<file path="src/rtl/trap_controller.sv">
// rtl/trap_controller.sv - machine-mode trap entry and MRET sequencer
// Walks IDLE -> READ -> WRITE -> REDIRECT over the implicit CSR ports and owns the privilege mode.
module trap_controller #(
  parameter logic [1:0] RESET_MODE  = 2'b11,
  parameter bit         VECTORED_EN = 1'b1
) (
  input  logic         clk,
  input  logic         reset,
  input  logic         exc_valid,
  input  logic [4:0]   exc_cause,
  input  logic [31:0]  exc_tval,
  input  logic [31:0]  epc,
  input  logic         mret_valid,
  input  logic         irq_ext,
  input  logic         irq_timer,
  input  logic [127:0] impl_csr,
  output logic [47:0]  impl_addrs_r,
  output logic [3:0]   impl_read_enable,
  output logic [47:0]  impl_addrs_w,
  output logic [3:0]   impl_write_enable,
  output logic [127:0] impl_write_data,
  output logic         busy,
  output logic         redirect_valid,
  output logic [31:0]  redirect_pc,
  output logic [1:0]   mode
);
  localparam logic [11:0] CSR_MSTATUS = 12'h300;
  localparam logic [11:0] CSR_MIE     = 12'h304;
  localparam logic [11:0] CSR_MTVEC   = 12'h305;
  localparam logic [11:0] CSR_MEPC    = 12'h341;
  localparam logic [11:0] CSR_MCAUSE  = 12'h342;
  localparam logic [11:0] CSR_MTVAL   = 12'h343;

  typedef enum logic [1:0] {ST_IDLE, ST_READ, ST_WRITE, ST_REDIRECT} state_e;

  state_e      state_q, state_d;
  logic [1:0]  mode_q, mode_d, mode_prev_q, mode_prev_d;
  logic        is_mret_q, is_mret_d;
  logic [31:0] cause_q, cause_d, tval_q, tval_d;
  logic [29:0] epc_q, epc_d;
  logic [31:0] mstatus_q, mstatus_d, vec_q, vec_d;
  logic [31:0] redirect_pc_q, redirect_pc_d;

  logic        irq_enabled, ext_take, timer_take, accept;
  logic [31:0] vec_base, trap_target, mstatus_trap, mstatus_mret;
  logic        unused_csr_bits;

  // Gating uses the mstatus/mie values presented on read ports 0/1 while idle.
  assign irq_enabled     = (mode_q != 2'b11) || impl_csr[3];
  assign ext_take        = irq_ext && impl_csr[32+11] && irq_enabled;
  assign timer_take      = irq_timer && impl_csr[32+7] && irq_enabled;
  assign accept          = (state_q == ST_IDLE) && (exc_valid || mret_valid || ext_take || timer_take);
  assign unused_csr_bits = ^impl_csr[127:32];

  assign vec_base    = {vec_q[31:2], 2'b00};
  assign trap_target = (VECTORED_EN && (vec_q[1:0] == 2'b01) && cause_q[31])
                       ? vec_base + {25'd0, cause_q[4:0], 2'b00} : vec_base;

  always_comb begin
    mstatus_trap        = mstatus_q;
    mstatus_trap[7]     = mstatus_q[3];
    mstatus_trap[3]     = 1'b0;
    mstatus_trap[12:11] = mode_prev_q;
    mstatus_mret        = mstatus_q;
    mstatus_mret[3]     = mstatus_q[7];
    mstatus_mret[7]     = 1'b1;
    mstatus_mret[12:11] = 2'b00;
  end

  always_ff @(posedge clk) begin
    if (reset) begin
      state_q       <= ST_IDLE;
      mode_q        <= RESET_MODE;
      mode_prev_q   <= 2'b00;
      is_mret_q     <= 1'b0;
      cause_q       <= '0;
      tval_q        <= '0;
      epc_q         <= '0;
      mstatus_q     <= '0;
      vec_q         <= '0;
      redirect_pc_q <= '0;
    end else begin
      state_q       <= state_d;
      mode_q        <= mode_d;
      mode_prev_q   <= mode_prev_d;
      is_mret_q     <= is_mret_d;
      cause_q       <= cause_d;
      tval_q        <= tval_d;
      epc_q         <= epc_d;
      mstatus_q     <= mstatus_d;
      vec_q         <= vec_d;
      redirect_pc_q <= redirect_pc_d;
    end
  end

  always_comb begin
    state_d       = state_q;
    mode_d        = mode_q;
    mode_prev_d   = mode_prev_q;
    is_mret_d     = is_mret_q;
    cause_d       = cause_q;
    tval_d        = tval_q;
    epc_d         = epc_q;
    mstatus_d     = mstatus_q;
    vec_d         = vec_q;
    redirect_pc_d = redirect_pc_q;
    case (state_q)
      ST_IDLE: begin
        if (accept) begin
          state_d     = ST_READ;
          mode_prev_d = mode_q;
          epc_d       = epc[31:2];
          tval_d      = '0;
          is_mret_d   = 1'b0;
          if (exc_valid) begin
            cause_d = {27'd0, exc_cause};
            tval_d  = exc_tval;
          end else if (mret_valid) begin
            is_mret_d = 1'b1;
            cause_d   = '0;
          end else if (ext_take) begin
            cause_d = {1'b1, 26'd0, 5'd11};
          end else begin
            cause_d = {1'b1, 26'd0, 5'd7};
          end
        end
      end
      ST_READ: begin
        state_d   = ST_WRITE;
        mstatus_d = impl_csr[31:0];
        vec_d     = impl_csr[63:32];
      end
      ST_WRITE: begin
        state_d = ST_REDIRECT;
        if (is_mret_q) begin
          mode_d        = mstatus_q[12:11];
          redirect_pc_d = vec_base;
        end else begin
          mode_d        = 2'b11;
          redirect_pc_d = trap_target;
        end
      end
      ST_REDIRECT: state_d = ST_IDLE;
      default:     state_d = ST_IDLE;
    endcase
  end

  always_comb begin
    impl_addrs_r      = '0;
    impl_read_enable  = '0;
    impl_addrs_w      = '0;
    impl_write_enable = '0;
    impl_write_data   = '0;
    case (state_q)
      ST_IDLE: begin
        impl_read_enable    = 4'b0011;
        impl_addrs_r[11:0]  = CSR_MSTATUS;
        impl_addrs_r[23:12] = CSR_MIE;
      end
      ST_READ: begin
        impl_read_enable    = 4'b0011;
        impl_addrs_r[11:0]  = CSR_MSTATUS;
        impl_addrs_r[23:12] = is_mret_q ? CSR_MEPC : CSR_MTVEC;
      end
      ST_WRITE: begin
        if (is_mret_q) begin
          impl_write_enable     = 4'b0001;
          impl_addrs_w[11:0]    = CSR_MSTATUS;
          impl_write_data[31:0] = mstatus_mret;
        end else begin
          impl_write_enable = 4'b1111;
          impl_addrs_w      = {CSR_MTVAL, CSR_MCAUSE, CSR_MEPC, CSR_MSTATUS};
          impl_write_data   = {tval_q, cause_q, {epc_q, 2'b00}, mstatus_trap};
        end
      end
      default: ;
    endcase
  end

  assign busy           = (state_q != ST_IDLE);
  assign redirect_valid = (state_q == ST_REDIRECT);
  assign redirect_pc    = redirect_pc_q;
  assign mode           = mode_q;

endmodule
</file>
<file path="config.mk">
export PLATFORM = sky130hd
export DESIGN_NAME = trap_controller
export DESIGN_NICKNAME = d
export VERILOG_FILES = /design/src/rtl/trap_controller.sv
export SDC_FILE = /design/constraint.sdc
export NUM_CORES = 1
export LEC_CHECK = 0
export ABC_AREA = 1
export CELL_PAD_IN_SITES_DETAIL_PLACEMENT = 1
export CELL_PAD_IN_SITES_GLOBAL_PLACEMENT = 2
export CORE_ASPECT_RATIO = 0.7
export CORE_MARGIN = 10
export CORE_UTILIZATION = 21
export DETAILED_ROUTE_END_ITERATION = 10
export HOLD_SLACK_MARGIN = 0.15
export MAX_ROUTING_LAYER = met4
export PLACE_DENSITY = 0.95
export SYNTH_ARGS = -nofsm -noshare
export SYNTH_HDL_FRONTEND = slang
export SYNTH_SLANG_ARGS = --single-unit
</file>
<file path="constraint.sdc">
create_clock -name clk -period 5.65 [get_ports clk]
set_input_delay 1.695 -clock clk [delete_from_list [all_inputs] [get_ports clk]]
set_output_delay 1.695 -clock clk [all_outputs]
set_load 0.05 [all_outputs]
</file>
# Word-level counts from Yosys, hierarchy flattened
# Cells that the tools add are included.
# totals
out_inout_bits	268
memories	0
elab_cells	52
rom_bits	0
latchBits	0
mem_bits_rw	0
reg_bits	197
input_bits	203
# classes
n_div	0
add_sub_neg	1
mux	21
order_cmp	0
n_reduce_logical	14
eq_ne	6
shifts	0
n_bitwise	0
n_mul	0
# ops
cell	count
$mux 32	5
$mux 128	1
$mux 96	1
$mux 46	1
$pmux 22 s2	1
$mux 34	1
$add 32x7->32	1
$mux 13	1
$mux 4	3
$pmux 2 s4	1
$mux 7	1
$logic_and 1x1->1	6
$mux 2	3
$eq 2x1->1 const B	2
$eq 2x2->1 const B	2
$logic_or 1x1->1	4
$ne 2x2->1 const B	2
$logic_not 2->1	1
$mux 1	2
$reduce_and 2->1	1
$reduce_bool 2->1	1
$reduce_or 2->1	1

# Logic depth before layout (Yosys ltp)
# Gate-level depths: netlist of run 1.
# logic_depth
word_depth	8
ltp_mapped	12

# Least setup slack after synthesis of run 1
# OpenSTA, ideal clock, no wires.
# synth_timing
kind	register to output
start	reg state_q[0]
end	out impl_write_data[67]
path_buffers	2
path_stages_with_launch	9
t_required_ns	3.955
path_slack_ns	0.577
t_arrival_ns	3.378
path_cell_list	dfxtp_1 inv_1 ha_1 clkbuf_1 inv_1 buf_2 nor2_1 inv_1 nor2_1
# synth_between
elab_chain_cells	2
# synth_rtl
element	line_no	rtl
from (decl)	36	state_e state_q, state_d;
from (signal assigned)	83	state_q <= state_d;
$eq 2x2->1	154	case (state_q)
$mux 128	154	
to (decl)	21	output logic [127:0] impl_write_data,
# No other way between the ends.

# Final worst setup path of run 1
# layout_timing
start	reg state_q[0]
end	out impl_addrs_w[30]
# layout_between
elab_chain_cells	2
# layout_rtl
element	line_no	rtl
$eq 2x2->1	154	
$mux 46	154	
to (decl)	19	output logic [47:0] impl_addrs_w,
# No other way between the ends.

==> flow_summary.yaml, run 1 <==
run_status:
  status: "finished clean"
logic_synthesis:
  yosys.cell_types.count: 37
  avgSynthCellArea_sq_um: 6.70
  synth_edf_count: 0
  ys_async_sr_fraction_pct: 0
  ys.warnings.count: 0
  ys_ff_latch: 169
  synth_mux_area_share_pct: 0
  synth_ff_type: "dfxtp_1"
  synth-seq-area-share_pct: 37.3
  syn_inst: 1354
  synth-adder-area-share_pct: 1.46
  synth_top_family_by_area: "simple AND/OR/NAND/NOR gates"
  synth_area_sq_um: 9070
  synth_compound_area_share_pct: 12.5
  synth_xor_area_share_pct: 0.483
  yosys.area_share.simple_pct: 29.6
cells_and_area:
  area_growth_pct: 38.5
  post-route-util_pct: 29.6
  drive_gt1_share_pct: 5.70
  fin_cells: 2153
  fin_nets: 1797
clocking:
  clk_latency_ps: 450
  post_cts_buffers: 0
  cts_buffer_depth: 2
  cts_tree: "built"
  numClockSinks: 169
  post_cts_resized: 0
  cts_inserted_buffers: 17
  clk_pin_slew_ps: 70
  postCtsHoldBufs: 0
  htree_levels: 4
  root_buffer: "clkbuf_16"
global_routing:
  grt_pass1_wl_microns: 57300
  grt_pass1_vias: 9474
  overflow: 0
  grt_util_all_layers_pct: 14.5
  antenna_found_initial: 3
  grt_max_degree: 89
die:
  die_width_microns: 268
  pin_count: 471
  start_util_pct: 21.3
  die-area_sq_um: 52000
  core_sq_um: 42500
  die_h_microns: 194
  rows: 63
power:
  intPower_mw: 3.14
  leakagePower_nw: 5.16
  power.total_mw: 6.18
  netSwitchingFraction_pct: 49.2
  power_frac_clock_pct: 19.8
  power.switching_mw: 3.04
  irDropWorstVdd_mv: 0.206
  pwr-share-seq_pct: 29.5
  power.density_nw_per_um2: 492
  pwr-share-comb_pct: 50.7
timing:
  slew_headroom_pct: 24.4
  worst_pin_slew_ps: 1130
  slew_viol_final: 0
  fin_skew_ps: 12.2
  period_minus_slack_ps: 4740
  final_hold_viol_count: 0
  clock.fmax_ghz: 0.211
  finalSetupTns_ps: 0
  setup-violations-final: 0
  rsz0062_at_grt: "false"
  finalCritPeriodShare_pct: 83.8
  whs_ps: 460
setup_path:
  cp-end-kind: "output pin"
  worst-r2r-cell-count: 6
  r2r_slack_ps: 3030
  critPathMaxFanout: 25
  worstSetupStartpointType: "flip-flop"
  crit_required_ps: 3950
  critical_path_class: "reg2out"
  crit_arrival_ps: 3040
routing:
  num_vias: 9158
  routed_wl_microns: 38100
  ant_nets: 0
  avgRoutedWirePerCell_microns: 17.7
  viasPerCell: 4.25
  drt_iter0_drc: 464
  dr.pass1.iters: 5
  drcViolationCount: 0
placed_design:
  dp_cells: 2117
  portBuffers: 298
  gp_congestion: 0.862
  dp_hpwl_microns: 28600
worst_hold_path:
  holdPathStages: 2
  min_path_type: "reg2reg"
flow_run:
  drv_cap: 0
-- worst max-delay path, cell delays in order, from the launching register on --
cell,delay [ps]
dfxtp_1,330
inv_1,150
ha_4,340
inv_2,60
nor2_1,730
clkdlybuf4s50_1,980
-- stage by stage --
| stage | setup WS, ps | instance area, sq um |
|---|---|---|
| after global placement | 1320 | 12000 |
| after global routing | 660 | 12600 |
| final | 915 | 12600 |
| after detailed placement | 1310 | 12000 |
| after CTS | 809 | 12600 |
| after floorplan | 577 | 9460 |
-- area by class of cell --
type                            instances  area (sq um)
Antenna cell                            4          10.0
Clock buffer                           22           474
Clock inverter                         10           118
Fill cell                            5243         29900
Inverter                              107           402
Multi-Input combinational cell        978          4400
Sequential cell                       169          3380
Tap cell                              552           691
Timing Repair Buffer                  311          3090
-- routing by layer --
layer	track usage, %	share of wire, %
met1	16.9	44
met2	24.0	48
met3	4.75	7.0
met4	3.18	1.2
met5	-	0
-- flip-flops by register name (all words and copies together) (netlist names) --
name         flops
redirect_pc     30
mode             2
cause_q          6
state_q          2
is_mret_q        1
epc_q           30
vec_q           32
tval_q          32
mstatus_q       32
mode_prev_q      2
-- power by group through the flow --
stage	clock network (mW)	registers [mW]	logic (mW)
after global placement	0	1.83	3.13
after detailed placement	0	1.86	3.17
after global routing	1.34	1.88	3.41
after floorplan	0	2.03	2.07
final	1.22	1.82	3.13
after CTS	1.28	1.83	3.18
-- synthesized netlist by cell type, drive strengths merged, types with 3 or more instances --
library cell  instances  area [sq um]
nand4                24           150
o21ai               122           618
inv                 106           398
o211ai                5          37.5
or2                   3          18.8
clkbuf               38           143
nand3                81           415
ha                    9           113
xor2                  3          26.3
nand2               247           945
a21oi                84           435
buf                 167          1150
nor3                  4          36.3
dfxtp               169          3380
nor2                281          1110
-- cells by family (layout without fill, tap and decap cells) --
logic type	count (synthesis)	count (layout)
flops	169	169
fa+ha+maj	10	10
xor+xnor	5	5
buf+inv	312	450
compound gates	216	216
other cells	1	110
simple gates	641	641
-- cells in the final DEF (no fill, tap or decap), types with 5 or more instances in the layout --
| cell type | count |
|---|---|
| ha_1 | 8 |
| nor2_4 | 5 |
| inv_1 | 100 |
| clkbuf_16 | 17 |
| nand2_2 | 7 |
| clkdlybuf4s50_1 | 288 |
| inv_2 | 7 |
| nand4_1 | 24 |
| conb_1 | 106 |
| nor2_1 | 270 |
| buf_4 | 19 |
| a21oi_1 | 82 |
| o21ai_0 | 117 |
| nor2_2 | 6 |
| nand2_1 | 240 |
| nand3_1 | 79 |
| dfxtp_1 | 169 |
| o211ai_1 | 5 |
-- final timing paths --
kind,from,end
worst min register to register,mstatus_q[7],mstatus_q[7]
worst max-delay path,state_q[0],impl_addrs_w[30]
worst max register to register,state_q[1],vec_q[4]
worst min-delay path,mstatus_q[7],mstatus_q[7]
(Power assumes the default switching activity.)
==> inputs of run 2 (changes only) <==
- CORE_UTILIZATION: 21 -> 18
- PLACE_DENSITY: 0.95 -> 0.87
- clock period: 5.65 -> 4.3 ns (I/O delays scaled with it)
==> run 2 against run 1 <==
  * Clock skew increased by 2.7 ps
  * Flip-flop and latch count unchanged
  * Die area increased by 15%
  * Total power increased by 40%
  * Critical path type unchanged
  * Critical endpoint is now impl_write_data[36]
==> flow_summary.yaml, run 2 (same netlist as run 1, synthesis figures left out) <==
run_status:
  status: "finished clean"
global_routing:
  antenna_found_initial: 8
  grt_max_degree: 89
  grt_util_all_layers_pct: 13.0
  grt_pass1_vias: 9489
  overflow: 0
  grt_pass1_wl_microns: 58600
power:
  netSwitchingFraction_pct: 47.4
  irDropWorstVdd_mv: 0.298
  pwr-share-seq_pct: 27.6
  power_frac_clock_pct: 21.3
  intPower_mw: 4.57
  pwr-share-comb_pct: 51.0
  leakagePower_nw: 5.48
  power.total_mw: 8.68
  power.switching_mw: 4.12
  power.density_nw_per_um2: 666
die:
  start_util_pct: 18.3
  die-area_sq_um: 59900
  pin_count: 471
  rows: 68
  die_width_microns: 288
  core_sq_um: 49500
  die_h_microns: 208
cells_and_area:
  post-route-util_pct: 26.3
  reg_top3: "mstatus_q (32), tval_q (32), vec_q (32)"
  area_growth_pct: 43.7
  mostFrequentLayoutCell: "nor2_1"
  drive_gt1_share_pct: 10.9
  fin_nets: 1799
  layout_common_cells: "nor2_1 (269), nand2_1 (240), clkdlybuf4s50_1 (209)"
clocking:
  clk_pin_slew_ps: 70
  post_cts_buffers: 0
  cts_tree: "built"
  cts_inserted_buffers: 17
  postCtsHoldBufs: 0
  numClockSinks: 169
  cts_buffer_depth: 2
  post_cts_resized: 0
  clk_latency_ps: 460
  htree_levels: 4
  root_buffer: "clkbuf_16"
timing:
  finalCritPeriodShare_pct: 90.2
  final_hold_viol_count: 0
  period_minus_slack_ps: 3880
  rsz0062_at_grt: "false"
  clock.fmax_ghz: 0.258
  fin_skew_ps: 14.9
  setup-violations-final: 0
  worst_pin_slew_ps: 1170
  slew_headroom_pct: 21.6
  slew_viol_final: 0
  finalSetupTns_ps: 0
placed_design:
  gp_congestion: 0.797
  dp_hpwl_microns: 29900
  portBuffers: 298
routing:
  dr.pass1.iters: 4
  drcViolationCount: 0
  avgRoutedWirePerCell_microns: 17.3
  drt_iter0_drc: 357
  viasPerCell: 4.05
  routed_wl_microns: 39400
  num_vias: 9201
  ant_nets: 0
setup_path:
  path_cells: "inv_1, ha_4, inv_2, nor2_1, clkdlybuf4s50_1"
  critical_path_class: "reg2out"
  crit_family: "buffers and inverters"
  crit_arrival_ps: 2590
  critPathMaxFanout: 37
  cp_slowest_cell: "clkdlybuf4s50_1"
  cp-end-kind: "output pin"
  critPathMaxStageDelay_ps: 840
  worstSetupStartpointType: "flip-flop"
  worst-path-buf-inv: 3
  crit_required_ps: 3010
flow_run:
  drv_cap: 0
worst_hold_path:
  min_path_type: "reg2reg"
==> run 2: cell types whose count changed in the layout (fill, tap and decap cells not counted), sizes merged <==
| cell | previous run | this run |
|---|---|---|
| clkinv | 6 | 2 |
| diode | 4 | 8 |
| buf | 23 | 104 |
| bufinv | 2 | 6 |
| clkbuf | 22 | 17 |
| clkdlybuf4s50 | 288 | 209 |
| inv | 108 | 113 |
==> run 2: routing by layer <==
layer / vias to the layer above / track usage (%) / part of all wire (%)
met1: 4488 / 15.3 / 44
met4: 0 / 2.27 / 0.36
met2: 187 / 21.0 / 48
li1: 4518 / - / -
met3: 8 / 4.93 / 7.1
met5: - / - / 0
==> run 2: worst register-to-register path: stages, from the launching register on <==
cell and delay [ps]:
dfxtp_1 410, buf_4 230, nor2_2 910, nand3_1 310
a21oi_1 190, o21ai_0 120, nand2_1 90, inv_1 40
==> run 2: worst paths after layout <==
kind | startpoint | endpoint | slack [ps] | cells after the start
hold reg to reg | tval_q[0] | tval_q[0] | 460 | 2
hold / removal | tval_q[0] | tval_q[0] | 460 | 2
setup reg to reg | is_mret_q | redirect_pc[11] | 1920 | 7
setup / recovery | state_q[0] | impl_write_data[36] | 420 | 5
==> run 2: area by class of cell <==
| cell class | count | area [sq um] |
|---|---|---|
| fillers | 6063 | 36500 |
| multi-input cells | 978 | 4400 |
| flip-flops and latches | 169 | 3380 |
| repair buffers | 313 | 3310 |
| well taps | 665 | 832 |
| clock buffers | 17 | 425 |
| inverters | 107 | 403 |
| clock inverters | 15 | 258 |
| diodes | 8 | 20.0 |
==> run 2: stage by stage <==
step                hold slack [ps]  setup slack, ps  instances  cell area [sq um]
floorplan                       434             90.1       1459               9470
global placement                452              884       2232              12300
detailed placement              456              814       2232              12300
CTS                             467              296       2264              13000
global route                    485              190       2272              13000
finish                          464              419       2272              13000
==> run 2: power groups by stage <==
stage / clock (mW) / combinational (mW) / sequential, mW
3_3_place_gp: 0 / 4.44 / 2.41
6_report: 1.85 / 4.43 / 2.40
2_1_floorplan: 0 / 2.72 / 2.67
3_5_place_dp: 0 / 4.52 / 2.44
5_1_grt: 1.99 / 4.82 / 2.47
4_1_cts: 1.93 / 4.53 / 2.40
==> RTL change 1 (config.mk and constraints of run 2) <==
Register the input `exc_tval` before use. The logic sees it one clock later. The other inputs are not delayed to match.
--- a/src/rtl/trap_controller.sv
+++ b/src/rtl/trap_controller.sv
@@ -32,6 +32,12 @@
   localparam logic [11:0] CSR_MTVAL   = 12'h343;
 
   typedef enum logic [1:0] {ST_IDLE, ST_READ, ST_WRITE, ST_REDIRECT} state_e;
+
+  logic [31:0] exc_tval_q;
+
+  always_ff @(posedge clk) begin
+    exc_tval_q <= exc_tval;
+  end
 
   state_e      state_q, state_d;
   logic [1:0]  mode_q, mode_d, mode_prev_q, mode_prev_d;
@@ -114,7 +120,7 @@
           is_mret_d   = 1'b0;
           if (exc_valid) begin
             cause_d = {27'd0, exc_cause};
-            tval_d  = exc_tval;
+            tval_d  = exc_tval_q;
           end else if (mret_valid) begin
             is_mret_d = 1'b1;
             cause_d   = '0;
Behaviour: not the same (a bounded check fails within 4 cycles, from zero or initial values and one cycle with reset high).
==> RTL change 1 against run 2 <==
  * Wire length rose by 4.7%
  * Area after synthesis grew 6.1%
  * Sequential cell count increased by 32
  * Sequential power is 13% higher
  * Final area up 10%
  * First-iteration DRC count shrank 11%
  * Via count increased by 1.6%
  * Count of clock-buffer cells in the layout increased by 20
  * Clock skew is 0.011 ns higher
  * Worst setup slack got worse by 0.13 ns
  * Total power rose by 7.8%
  * Critical path type unchanged
==> RTL change 1: results (changes against run 2) <==
cts:
  htree_levels: 1  # was 4
  root_buffer: "clkbuf_16"  # unchanged
  cts_setup_buffers: 0  # unchanged
  clk_path_buf_depth: 3  # was 2
  insertion_delay_ns: 0.55  # was 0.46 ns
  cts.repair.resized: 0  # unchanged
  path_clk_slew_ns: 0.07  # about the same
  cts_buffers: 24  # was 17
outcome:
  status: "completed"  # unchanged
min_path:
  hold-path-endpoint: "tval_q[21]$_SDFFE_PP0P_"  # was tval_q[0]$_SDFFE_PP0P_
  hp-start: "exc_tval_q[21]$_DFF_P_"  # was tval_q[0]$_SDFFE_PP0P_
  worstHoldPathCells: 2  # unchanged
drt:
  wl_mm: 41.3  # was 39.4 mm
  drt_iter0_drc: 316  # was 357
  vias: 9352  # was 9,201
  dr.pass1.iters: 4  # unchanged
  post_drt_via_cell_ratio: 4.03  # was 4.05
setup_path:
  rrSetupSlack_ns: 1.82  # was 1.92 ns
  r2r-start: "state_q[1]$_SDFFE_PP0P_"  # was is_mret_q$_SDFFE_PP0P_
  cpPeakStageDelay_ns: 0.85
  r2r_end: "vec_q[23]$_SDFFE_PP0P_"  # was redirect_pc[11]$_SDFFE_PP0P_
  cp_slowest_cell: "clkdlybuf4s50_1"  # unchanged
  critPathLaunch: "state_q[0]$_SDFFE_PP0P_"  # unchanged
  worstRegToRegCells: 7  # unchanged
  critPathTopFamily: "buffers and inverters"  # unchanged
  critical_path.max_fanout: 38  # was 37
sta:
  skew_ns: 0.0263  # was 0.0149 ns
  hold-worst-slack_ns: 0.465  # was 0.464 ns
  slew_headroom: 0.283  # was 0.216
power_and_ir_drop:
  sequentialPowerShare: 0.290  # was 0.276
  switching_share: 0.450  # was 0.474
  p_comb_frac: 0.480  # was 0.510
  vdd_drop_max_uv: 274  # was 298 uV
  p_leak_uw: 0.00593  # was 0.00548 uW
  p_int_uw: 5140  # was 4570 uW
global_routing:
  grt_max_degree: 76  # was 89
  antenna_found_initial: 7  # was 8
  grt_pass1_vias: 9951  # was 9,489
  grt_first_pass_wirelength_mm: 61.0  # was 58.6 mm
  grt_usage: 0.127  # was 0.130
yosys:
  synthMuxAreaShare: 0  # unchanged
  netlist_instances: 1372  # was 1,354
  synthArstFlopShare: 0  # unchanged
  synth-seq-area-share: 0.418  # was 0.373
  synth_fa_ha_area_frac: 0.0138  # was 0.0146
  synth_cell_type_count: 34  # was 37
  synth.cells.most_frequent: "nor2_1, nand2_1, dfxtp_1"  # unchanged
  synthXorXnorAreaFrac: 0.00546  # was 0.00483
  synth_area_leaders: "dfxtp_1, nor2_1, buf_4, nand2_1, o21ai_0"  # unchanged
  synth_compound_area_frac: 0.116  # was 0.125
placement:
  dp_cells: 2268  # was 2,232
  post-dp-hpwl_mm: 30.9  # was 29.9 mm
  place_area_um2: 13500  # was 12,300 um^2
  port_buffers: 298  # unchanged
  post-place-ws_ns: 0.804  # was 0.814 ns
  gp_congestion: 0.803  # was 0.797
final_layout:
  nets: 1823  # was 1,799
  final_common_cell: "nor2_1"  # unchanged
  drive_above_1_share: 0.111  # was 0.109
==> RTL change 1: cell type report <==
cell class | instances | area (um^2)
fillers | 6319 | 38200
multi-input cells | 964 | 4330
flip-flops and latches | 201 | 4020
repair buffers | 313 | 3890
well taps | 684 | 856
clock buffers | 37 | 689
inverters | 106 | 399
clock inverters | 7 | 126
diodes | 6 | 15.0
==> RTL change 1: metal layers <==
layer / up-vias / share of wire / GRT usage
met5: - / 0 / -
met4: 0 / 0.017 / 0.0250
met3: 41 / 0.084 / 0.0389
met2: 232 / 0.46 / 0.202
met1: 4477 / 0.44 / 0.157
li1: 4602 / - / -
==> RTL change 1: worst max-delay path by stage <==
stage                     endpoint  slack, ns  depth (start not counted)
3_3_place_gp   impl_write_data[95]       0.84                          7
5_1_grt        impl_write_data[95]       0.11                          7
2_1_floorplan  impl_write_data[67]       0.10                          8
6_report        impl_write_data[3]       0.29                          5
3_5_place_dp    impl_write_data[3]       0.80                          5
4_1_cts         impl_write_data[3]       0.21                          5
==> RTL change 2 (flow settings as in run 2) <==
Without the edit above. Set the parameter `VECTORED_EN` to 1'b0 (it was 1'b1).
--- a/src/rtl/trap_controller.sv
+++ b/src/rtl/trap_controller.sv
@@ -2,7 +2,7 @@
 // Walks IDLE -> READ -> WRITE -> REDIRECT over the implicit CSR ports and owns the privilege mode.
 module trap_controller #(
   parameter logic [1:0] RESET_MODE  = 2'b11,
-  parameter bit         VECTORED_EN = 1'b1
+  parameter bit         VECTORED_EN = 1'b0
 ) (
   input  logic         clk,
   input  logic         reset,
Function: changed (Yosys sat finds a counterexample within 4 cycles, from zero or initial values and one cycle with reset high).
==> RTL change 2 against run 2 <==
  * Wire length shrank 15%
  * Combinational power increased by 1%
  * Area after synthesis decreased by 8.2%
  * Sequential cell count is 2 lower
  * Via count is 13% lower
  * Critical path depth increased by 1
  * Total power decreased by 1.8%
  * Clock power decreased by 10%
  * Final area shrank 7.2%
  * Register-to-register slack worse by 0.04 ns
  * Worst setup slack lost 0.13 ns
  * Final cell count is 9.2% lower
  * Die area is 7.6% lower
  * Highest routed layer unchanged
==> RTL change 2: results (changes against run 2) <==
final_layout:
  top_regs: "mstatus_q (32), tval_q (32)"  # was mstatus_q (32), tval_q (32), vec_q (32)
  drive_above_1_share: 0.0618  # was 0.109
  nets: 1650  # was 1,799
yosys:
  synth_cell_type_count: 20  # was 37
  yosysWarnings: 0  # unchanged
  synthArstFlopShare: 0  # unchanged
  synth_area_leaders: "dfxtp_1, nor2_1, buf_4, nand2_1, o21ai_0"  # unchanged
  synth-seq-area-share: 0.402  # was 0.373
  synth.cells.most_frequent: "nor2_1, nand2_1, dfxtp_1"  # unchanged
outcome:
  status: "completed"  # unchanged
drt:
  post_drt_via_cell_ratio: 3.89  # was 4.05
  dr.pass1.iters: 4  # unchanged
  drt_iter0_drc: 382  # was 357
  wl_mm: 33.4  # was 39.4 mm
power_and_ir_drop:
  p_int_uw: 4470  # was 4570 uW
  vdd_drop_max_uv: 412  # was 298 uV
  p_leak_uw: 0.00532  # was 0.00548 uW
min_path:
  holdCritPathClass: "register to register"  # unchanged
cts:
  cts_buffers: 17  # unchanged
  path_clk_slew_ns: 0.07  # about the same
  root_buffer: "clkbuf_16"  # unchanged
  insertion_delay_ns: 0.44  # was 0.46 ns
  clk_path_buf_depth: 2  # unchanged
  htree_levels: 4  # unchanged
setup_path:
  critical_path.max_fanout: 38  # was 37
  cp_slowest_cell: "clkdlybuf4s50_1"  # unchanged
  worstPathRequired_ns: 3.01  # about the same
  cpPeakStageDelay_ns: 0.82  # was 0.84 ns
  critPathTopFamily: "buffers and inverters"  # unchanged
global_routing:
  grt_first_pass_wirelength_mm: 50.7  # was 58.6 mm
  grt_max_degree: 105  # was 89
  antenna_found_initial: 5  # was 8
  grt_pass1_vias: 8412  # was 9,489
  grt_usage: 0.120  # was 0.130
sta:
  slew_headroom: 0.254  # was 0.216
  tns_ns: 0  # unchanged
  skew_ns: 0.00941  # was 0.0149 ns
placement:
  port_buffers: 296  # was 298
  post-dp-hpwl_mm: 24.3  # was 29.9 mm
  gp_congestion: 0.760  # was 0.797
-- RTL change 2: per-layer routing --
layer | vias to the layer above | share of wire | track usage
li1 | 4008 | - | -
met1 | 3837 | 0.45 | 0.140
met2 | 160 | 0.49 | 0.196
met3 | 15 | 0.061 | 0.0427
met4 | 0 | 0.0070 | 0.0251
met5 | - | 0 | -
-- RTL change 2: final timing paths --
path	endpoint	from	slack, ns	cells after the start
setup / recovery	impl_write_data[7]	state_q[0]$_SDFFE_PP0P_	0.29	6
hold / removal	cause_q[2]$_SDFFE_PP0P_	cause_q[2]$_SDFFE_PP0P_	0.46	2
setup reg to reg	cause_q[4]$_SDFFE_PP0P_	state_q[1]$_SDFFE_PP0P_	1.88	6
hold reg to reg	cause_q[2]$_SDFFE_PP0P_	cause_q[2]$_SDFFE_PP0P_	0.46	2
-- RTL change 2: worst min-delay path, stage by stage (launching register included) --
cell     delay (ns)
dfxtp_1        0.30
inv_1          0.06
a21oi_1        0.05
-- RTL change 2: area by class of cell --
type	count	area, um^2
fill	5543	33300
multi-input combinational	892	3800
timing repair buffer	313	3360
sequential	167	3340
tap	603	754
clock buffer	23	478
inverter	52	200
clock inverter	9	141
antenna	5	12.5
-- RTL change 2: logic make-up after synthesis --
logic type | after synthesis | synth area share
other | 1 | 0.000451
adder cells (fa/ha/maj) | 4 | 0.00601
AO/OA/AOI/OAI | 170 | 0.103
AND/OR/NAND/NOR | 612 | 0.297
buffers and inverters | 268 | 0.192
flip-flops | 167 | 0.402
-- RTL change 2: power groups by stage --
stage | sequential (uW) | clock, uW | combinational, uW
after detailed placement | 2410 | 0 | 4570
after floorplan | 2690 | 0 | 2880
after global placement | 2380 | 0 | 4490
after CTS | 2380 | 1730 | 4580
final | 2380 | 1660 | 4490
after global routing | 2450 | 1800 | 4920
-- RTL change 2: timing repair --
| item | CTS | global route |
|---|---|---|
| endpoints found under the setup margin | 0 | 8 |
| setup buffers | 0 | 0 |
| gates resized for setup | 0 | 2 |
-- RTL change 2: metrics by stage --
stage | setup WS (ns) | power, uW | hold WS [ns] | cells | cell area, um^2
2_1_floorplan | -0.0853 | 5570 | 0.429 | 1327 | 8720
3_3_place_gp | 0.656 | 6870 | 0.440 | 2027 | 11500
3_5_place_dp | 0.598 | 6980 | 0.446 | 2027 | 11500
4_1_cts | 0.0682 | 8700 | 0.458 | 2059 | 12100
5_1_grt | 0.0425 | 9170 | 0.479 | 2064 | 12100
6_report | 0.294 | 8530 | 0.456 | 2064 | 12100
